==> src/rtl/aes128_ctrl_pkg.sv <==
// Shared types and defaults for the AES128 decrypt request arbiter.
package aes128_ctrl_pkg;

    localparam int unsigned DATA_W             = 128;
    localparam int unsigned NUM_REQ            = 2;
    localparam int unsigned DEFAULT_TIMEOUT    = 64;
    localparam int unsigned DEFAULT_GAP_CYCLES = 2;

    typedef enum logic [1:0] {
        ST_IDLE = 2'd0,
        ST_RUN  = 2'd1,
        ST_RESP = 2'd2,
        ST_GAP  = 2'd3
    } state_t;

endpackage

==> src/rtl/aes128_decrypt_arbiter_if.sv <==
// Requester handshake plus shared-core connection for the decrypt arbiter.
interface aes128_decrypt_arbiter_if;
    import aes128_ctrl_pkg::*;

    logic [NUM_REQ-1:0]             req_valid;
    logic [NUM_REQ-1:0]             req_ready;
    logic [NUM_REQ-1:0][DATA_W-1:0] req_in;
    logic [NUM_REQ-1:0][DATA_W-1:0] req_key;
    logic [NUM_REQ-1:0]             resp_valid;
    logic [DATA_W-1:0]              resp_data;
    logic                           resp_err;
    logic                           core_start;
    logic [DATA_W-1:0]              core_in;
    logic [DATA_W-1:0]              core_key;
    logic                           core_finish;
    logic [DATA_W-1:0]              core_result;

    // Arbiter side
    modport slave (
        input  req_valid, req_in, req_key, core_finish, core_result,
        output req_ready, resp_valid, resp_data, resp_err, core_start, core_in, core_key
    );

    // Requesters plus core side
    modport master (
        output req_valid, req_in, req_key, core_finish, core_result,
        input  req_ready, resp_valid, resp_data, resp_err, core_start, core_in, core_key
    );

endinterface

==> src/rtl/aes_rr_arb2.sv <==
// Two-way round-robin picker; the last-served requester loses ties.
module aes_rr_arb2 (
    input  logic       clk,
    input  logic       rst,
    input  logic [1:0] req,
    input  logic       take,
    output logic [1:0] grant,
    output logic       win_idx
);

    // Index served last; reset to 1 so requester 0 wins the first tie.
    logic last;

    // Winner selection from current requests and history
    always_comb begin
        win_idx = 1'b0;
        if (req == 2'b11) begin
            win_idx = ~last;
        end else if (req == 2'b10) begin
            win_idx = 1'b1;
        end
        grant = 2'b00;
        if (req != 2'b00) begin
            grant = win_idx ? 2'b10 : 2'b01;
        end
    end

    // History update when the winner is actually taken
    always_ff @(posedge clk) begin
        if (rst) begin
            last <= 1'b1;
        end else if (take) begin
            last <= win_idx;
        end
    end

endmodule

==> src/rtl/aes128_decrypt_arbiter.sv <==
// Shares one external AES128 decrypt core between two requesters:
// grant, run the core with a timeout, pulse the response, then hold
// core_start low for a minimum gap before the next operation.
module aes128_decrypt_arbiter
    import aes128_ctrl_pkg::*;
#(
    parameter int unsigned TIMEOUT    = DEFAULT_TIMEOUT,
    parameter int unsigned GAP_CYCLES = DEFAULT_GAP_CYCLES
) (
    input logic                     clk,
    input logic                     rst,
    aes128_decrypt_arbiter_if.slave bus
);

    localparam int unsigned CNT_W = $clog2(TIMEOUT + 1);
    localparam int unsigned GAP_W = 4;
    // The IDLE grant cycle is itself a core_start-low cycle, so the GAP
    // state covers the remaining GAP_CYCLES-1 cycles of the low window.
    localparam int unsigned GAP_LAST = (GAP_CYCLES > 1) ? GAP_CYCLES - 2 : 0;

    state_t             state;
    logic [CNT_W-1:0]   run_cnt;
    logic [GAP_W-1:0]   gap_cnt;
    logic [NUM_REQ-1:0] owner;
    logic [NUM_REQ-1:0] grant;
    logic               win_idx;
    logic               take;

    // req_ready must coincide with the capture edge, so it is decoded
    // from the registered state rather than registered itself.
    assign take          = !rst && (state == ST_IDLE) && (bus.req_valid != '0);
    assign bus.req_ready = take ? grant : '0;

    aes_rr_arb2 u_arb (
        .clk     (clk),
        .rst     (rst),
        .req     (bus.req_valid),
        .take    (take),
        .grant   (grant),
        .win_idx (win_idx)
    );

    // Control FSM with registered core and response outputs
    always_ff @(posedge clk) begin
        if (rst) begin
            state          <= ST_IDLE;
            run_cnt        <= '0;
            gap_cnt        <= '0;
            owner          <= '0;
            bus.core_start <= 1'b0;
            bus.core_in    <= '0;
            bus.core_key   <= '0;
            bus.resp_valid <= '0;
            bus.resp_data  <= '0;
            bus.resp_err   <= 1'b0;
        end else begin
            case (state)
                ST_IDLE: begin
                    if (take) begin
                        owner          <= grant;
                        bus.core_in    <= bus.req_in[win_idx];
                        bus.core_key   <= bus.req_key[win_idx];
                        bus.core_start <= 1'b1;
                        run_cnt        <= '0;
                        state          <= ST_RUN;
                    end
                end
                ST_RUN: begin
                    // Finish seen in the first RUN cycle may be left over
                    // from the previous operation, so it is not trusted.
                    if ((run_cnt != '0) && bus.core_finish) begin
                        bus.resp_data  <= bus.core_result;
                        bus.resp_err   <= 1'b0;
                        bus.resp_valid <= owner;
                        state          <= ST_RESP;
                    end else if (run_cnt == CNT_W'(TIMEOUT - 1)) begin
                        bus.resp_data  <= '0;
                        bus.resp_err   <= 1'b1;
                        bus.resp_valid <= owner;
                        state          <= ST_RESP;
                    end else begin
                        run_cnt <= run_cnt + CNT_W'(1);
                    end
                end
                ST_RESP: begin
                    bus.resp_valid <= '0;
                    bus.resp_err   <= 1'b0;
                    bus.core_start <= 1'b0;
                    gap_cnt        <= '0;
                    state          <= (GAP_CYCLES > 1) ? ST_GAP : ST_IDLE;
                end
                ST_GAP: begin
                    if (gap_cnt == GAP_W'(GAP_LAST)) begin
                        state <= ST_IDLE;
                    end else begin
                        gap_cnt <= gap_cnt + GAP_W'(1);
                    end
                end
                default: state <= ST_IDLE;
            endcase
        end
    end

endmodule

==> src/flat_wrapper.sv <==
// flat-port wrapper written by rule: the top's interface ports become plain ports
module aes128_decrypt_arbiter_flat import aes128_ctrl_pkg::*;
#(
    parameter int unsigned TIMEOUT    = DEFAULT_TIMEOUT,
    parameter int unsigned GAP_CYCLES = DEFAULT_GAP_CYCLES
)
  (clk, rst, bus_req_valid, bus_req_in, bus_req_key, bus_core_finish, bus_core_result, bus_req_ready, bus_resp_valid, bus_resp_data, bus_resp_err, bus_core_start, bus_core_in, bus_core_key);
  aes128_decrypt_arbiter_if bus_i ();
  input logic clk;
  input logic rst;
  input wire logic [$bits(bus_i.req_valid)-1:0] bus_req_valid;
  input wire logic [$bits(bus_i.req_in)-1:0] bus_req_in;
  input wire logic [$bits(bus_i.req_key)-1:0] bus_req_key;
  input wire logic [$bits(bus_i.core_finish)-1:0] bus_core_finish;
  input wire logic [$bits(bus_i.core_result)-1:0] bus_core_result;
  output wire logic [$bits(bus_i.req_ready)-1:0] bus_req_ready;
  output wire logic [$bits(bus_i.resp_valid)-1:0] bus_resp_valid;
  output wire logic [$bits(bus_i.resp_data)-1:0] bus_resp_data;
  output wire logic [$bits(bus_i.resp_err)-1:0] bus_resp_err;
  output wire logic [$bits(bus_i.core_start)-1:0] bus_core_start;
  output wire logic [$bits(bus_i.core_in)-1:0] bus_core_in;
  output wire logic [$bits(bus_i.core_key)-1:0] bus_core_key;
  assign bus_i.req_valid = bus_req_valid;
  assign bus_i.req_in = bus_req_in;
  assign bus_i.req_key = bus_req_key;
  assign bus_i.core_finish = bus_core_finish;
  assign bus_i.core_result = bus_core_result;
  assign bus_req_ready = bus_i.req_ready;
  assign bus_resp_valid = bus_i.resp_valid;
  assign bus_resp_data = bus_i.resp_data;
  assign bus_resp_err = bus_i.resp_err;
  assign bus_core_start = bus_i.core_start;
  assign bus_core_in = bus_i.core_in;
  assign bus_core_key = bus_i.core_key;
  aes128_decrypt_arbiter #(.TIMEOUT(TIMEOUT), .GAP_CYCLES(GAP_CYCLES)) u_core (.clk(clk), .rst(rst), .bus(bus_i));
endmodule
==> config.mk <==
export PLATFORM = sky130hd
export DESIGN_NAME = aes128_decrypt_arbiter_flat
export DESIGN_NICKNAME = d
export VERILOG_FILES = /design/src/rtl/aes128_ctrl_pkg.sv /design/src/rtl/aes128_decrypt_arbiter_if.sv /design/src/rtl/aes_rr_arb2.sv /design/src/rtl/aes128_decrypt_arbiter.sv /design/src/flat_wrapper.sv
export SDC_FILE = /design/constraint.sdc
export NUM_CORES = 1
export LEC_CHECK = 0
export CORE_AREA = 4 4 395 397
export DETAILED_ROUTE_END_ITERATION = 7
export DIE_AREA = 0 0 399 401
export PLACE_DENSITY = 0.31
export SYNTH_ARGS = -nofsm -noshare
export SYNTH_HDL_FRONTEND = slang
export SYNTH_SLANG_ARGS = --single-unit
==> constraint.sdc <==
create_clock -name clk -period 2.91 [get_ports clk]
set_input_delay 0.873 -clock clk [delete_from_list [all_inputs] [get_ports clk]]
set_output_delay 0.873 -clock clk [all_outputs]
set_load 0.1 [all_outputs]
==> results by stage <==
Status:
- The flow ran to the end, but the final reports show violations.
- The checks that failed: DRC.

Pwr:
- For this design the ratio of total power to cell area is 887 nW/um^2.
- The proportion of total power due to net switching is 46.1%.
- Of the total power, the clock network draws 27.4%.
- The leakage power summed over all cells is 11.1 nW.
- In this run, flip-flops and latches consume 27.4% of the power.
- IR analysis of the VDD net gives a maximum drop of 0.429 mV.
- The internal power component is 13.6 mW.
- For this design the total switching power over the nets is 11.6 mW.
- The combinational cell fraction of total power is 45.3%.

Timing:
- The maximum achievable frequency is 351 MHz.
- Setup repair after global routing left no endpoint under its margin.
- Setup violations remaining at the end of the flow were counted as 0.
- The hold violation total from the final report is 0.
- The worst pin sits at a relative slew slack of 43.8%.
- The aggregate negative setup slack is 0 ps.
- For the final database, setup skew stands at 17.0 ps.
- The total count of max-transition violations in the final report is 0.
- For the pin with the worst max-slew slack, the measured transition is 847 ps.
- Of the available clock period, the critical path in the final layout requires 98.0%.
- The time the final worst path needs with I/O delays and setup is 2850 ps.

Yosys:
- The portion of synthesized cell area occupied by the leading cell type is 57.5%.
- For this run, the number of Yosys warnings is 0.
- Counting flops with a built-in enable in the synthesized netlist gives 0.
- For this run, the leading register cell type out of synthesis is dfxtp_1.
- By area the synthesized netlist is led by dfxtp_1, a222oi_1, a22o_1, nor2_1, clkbuf_1.
- The average instance in the mapped netlist occupies 10.9 um^2.
- The register area share after synthesis is 57.5%.
- The dominant cell type by area after synthesis is dfxtp_1.
- The share of async-settable or async-resettable flops after synthesis is 0%.
- Summing every instance area after synthesis gives 14,100 um^2.
- The count of different cell masters after synthesis is 43.
- The total nets after synthesis is 1,949.
- In the synthesized netlist, the number of instances is 1,295.
- After synthesis the netlist holds a flip-flop and latch count of 404.

Route:
- For this block, the via count after detailed routing is 16,292.
- The length of routed wiring on met1 is 37,300 um.
- Dividing the detail-routed wire length by the instance count gives 23.6 um.
- The sum of met2 wire segment lengths after detailed routing is 53,800 um.
- The number of remaining DRC errors is 6.
- The pre-antenna-repair detailed-routing pass consisted of 8 iterations.
- The number of violations reported at the end of detailed-routing iteration 0 is 1,964.
- In the routed layout, each cell is associated on average with a via count of 3.67.
- Summed over all nets, wire length on met3 after detailed routing comes to 10,700 um.
- The routed design has 105,000 um of wire.
- In this run the remaining antenna-violating nets after routing total 0.
- In this run the top signal layer used is met5.

Placed design:
- The global placement routability congestion is 0.914.
- The HPWL after detailed placement is 84,800 um.
- The number of I/O port buffers is 1,034.
- The instance area after placement is 26,400 um^2.

GRT:
- The overflow left after global routing is 0.
- The global-route usage over all layers is 12.2%.
- The first global-routing pass estimated 139,000 um of wire.
- Entering global routing, the biggest net connects 108 pins.
- The number of antenna violations at the first check in global routing came to 48.
- The number of global-route vias before repair is 17,032.

Clock tree:
- The maximum number of buffers from clock root to sink is 3.
- The TritonCTS clock tree is done.
- The cell chosen for the clock root is clkbuf_16.
- Clock tree synthesis inserted a total of 56 buffers.
- In this run the number of H-tree levels came out at 2.
- The insertion delay of the later-clocked pin in the worst-skew pair is 620 ps.
- For this design, the CTS-stage hold fixing added 0 buffers.
- After clock tree synthesis, the clock-pin slew on the worst setup and hold paths is 60 ps.
- The tree built by TritonCTS fans out to 404 sinks.

Die:
- In this run the core area contains 143 standard-cell rows.
- The floorplan step defined a core boundary enclosing 152,000 um^2.
- The floorplan die area is 160,000 um^2.
- The count of pins on the block boundary is 1,035.
- The die is 399 um wide.
- The initial core utilization is 9.26%.
- The die extent in y is 401 um.

Layout:
- The number of nets in the layout is 2,997.
- The share of cells above drive strength 1 is 24.8%.
- The post-synthesis to final-layout area growth is 102%.
- The finished cells cover 28,400 um^2.
- The number of fill cells is 16,743.

Critical path:
- The worst stage delay on the critical path is 420 ps.
- The path type of the worst setup path is in2out.
- The origin of the critical flop-to-flop path is u_core.run_cnt[0]$_SDFFE_PP0P_.
- In this run the register-to-register setup slack is 480 ps.
- The critical path crosses 5 cells after its start point.
- Grouping stages by cell kind, the critical path spends the most delay in buffers and inverters.
- The startpoint type of the worst setup path is an input port.
- The signal arrival time at the worst endpoint is 1980 ps.
- The worst setup path is captured at an output pin.
- The library cell contributing the largest single delay on the critical path is clkdlybuf4s50_1.
- Counting both buffers and inverters, the worst setup path holds a total of 4.
- The data required time of the critical path is 2040 ps.
- The critical path goes through clkdlybuf4s50_1 -> buf_4 -> buf_4 -> a21oi_4 -> buf_12.
- The worst setup path startpoint is bus_req_valid[0].
- The capture instance of the worst register-to-register path is u_core.bus.resp_data[48]$_SDFFE_PP0P_.
- The worst reg-to-reg path cell count is 9.
- In this run the worst path has a maximum fanout of 3.
- The library cell appearing most often on the critical path is buf_4.
- In this run the worst setup path terminates at bus_req_ready[1].

Min path:
- The worst hold path belongs to the class in2reg.

Run:
- The max-capacitance violation count is 0.
==> placed cells by master, fill, tap and decap left out, drive strengths merged, types with 2 or more instances in the layout <==
cell,synthesis,routed
clkdlybuf4s50,0,643
buf,28,488
dfxtp,404,404
nor2,265,265
a222oi,256,256
a22o,128,128
clkbuf,115,87
diode,0,25
clkinv,0,14
nand2,14,14
a21oi,12,12
inv,10,10
ha,9,9
nand3,7,7
o21ai,6,6
nor3,5,5
o31ai,4,4
o31a,3,3
nor2b,3,3
and3,3,3
or3b,2,2
a211oi,2,2
clkinvlp,0,2
bufinv,0,2
or2,2,2
==> state kept, by name, indices dropped and copies added, names as in the netlist <==
register	flops
u_core.bus.core_in	128
u_core.bus.core_key	128
u_core.bus.core_start	1
u_core.bus.resp_data	128
u_core.bus.resp_err	1
u_core.bus.resp_valid	2
u_core.gap_cnt	4
u_core.owner	2
u_core.run_cnt	7
u_core.state	2
u_core.u_arb.last	1
==> worst min path at each step <==
stage,slack (ps),endpoint,depth (start not counted),from
5_1_grt,410,u_core.state[1]$_SDFFE_PP0P_,2,rst
4_1_cts,380,u_core.state[1]$_SDFFE_PP0P_,2,rst
3_3_place_gp,450,u_core.bus.resp_valid[1]$_SDFFE_PP0P_,2,u_core.bus.resp_valid[1]$_SDFFE_PP0P_
2_1_floorplan,450,u_core.run_cnt[6]$_SDFFE_PP0P_,2,u_core.run_cnt[6]$_SDFFE_PP0P_
3_5_place_dp,460,u_core.bus.resp_valid[0]$_SDFFE_PP0P_,2,u_core.bus.resp_valid[0]$_SDFFE_PP0P_
6_report,470,u_core.state[1]$_SDFFE_PP0P_,2,rst
==> kinds of logic (layout without fill, tap and decap cells) <==
group	Yosys count	in the layout	share of synthesized area, %
AO/OA/AOI/OAI	419	419	27.9
flip-flops	404	404	57.5
AND/OR/NAND/NOR	308	308	8.81
buffers and inverters	153	1246	4.91
adder cells (fa/ha/maj)	9	9	0.800
XOR/XNOR	1	1	0.0623
multiplexers	1	1	0.0712
other	0	25	0
==> per-stage QoR <==
stage	utilization (%)	total power [mW]	hold WS, ps	std cells	setup WS [ps]
floorplan	-	14.3	451	1295	-23.3
global placement	17.4	18.4	451	4312	34.5
detailed placement	17.4	18.4	464	4312	12.4
CTS	18.6	25.6	381	4417	29.5
global route	18.7	26.3	407	4437	10.1
finish	18.7	25.2	469	4443	57.1
==> Yosys cell counts (2+ instances only) <==
master / number
o31ai_1: 4
o21ai_0: 5
a21oi_1: 12
clkbuf_1: 115
nand3_1: 7
a22o_1: 128
nor2_1: 264
buf_6: 13
ha_1: 9
and3_1: 3
nand2_1: 14
dfxtp_1: 404
buf_2: 12
nor2b_1: 3
a222oi_1: 256
o31a_1: 3
or3b_2: 2
buf_1: 2
inv_1: 10
nor3_1: 5
a211oi_1: 2
==> per-layer routing <==
metal	vias up	track usage (%)
met5	-	0
met4	18	4.76
met3	158	4.92
met2	862	21.8
met1	7928	12.8
li1	7326	-
==> layout make-up <==
class	count	area, um^2	area share (%)
repair buffers	1133	10500	36.9
flip-flops and latches	404	8090	28.5
multi-input cells	738	5350	18.9
well taps	2030	2540	8.95
clock buffers	85	1660	5.86
clock inverters	18	156	0.551
diodes	25	62.6	0.220
inverters	10	37.5	0.132
==> repair_timing <==
item                                    CTS  global route
gates cloned                              0             0
endpoints found under the setup margin    2             2
gates resized for setup                   6             0
buffers inserted                          2             1
pin swaps                                 0             1
==> power by group through the flow <==
stage	Clock, mW	Sequential [mW]	Combinational (mW)
after floorplan	0	12.1	2.27
after global placement	0	6.98	11.4
after detailed placement	0	6.98	11.4
after CTS	7.23	6.88	11.5
after global routing	7.40	6.97	11.9
final	6.88	6.89	11.4
Power figures use the tool's default switching activity.
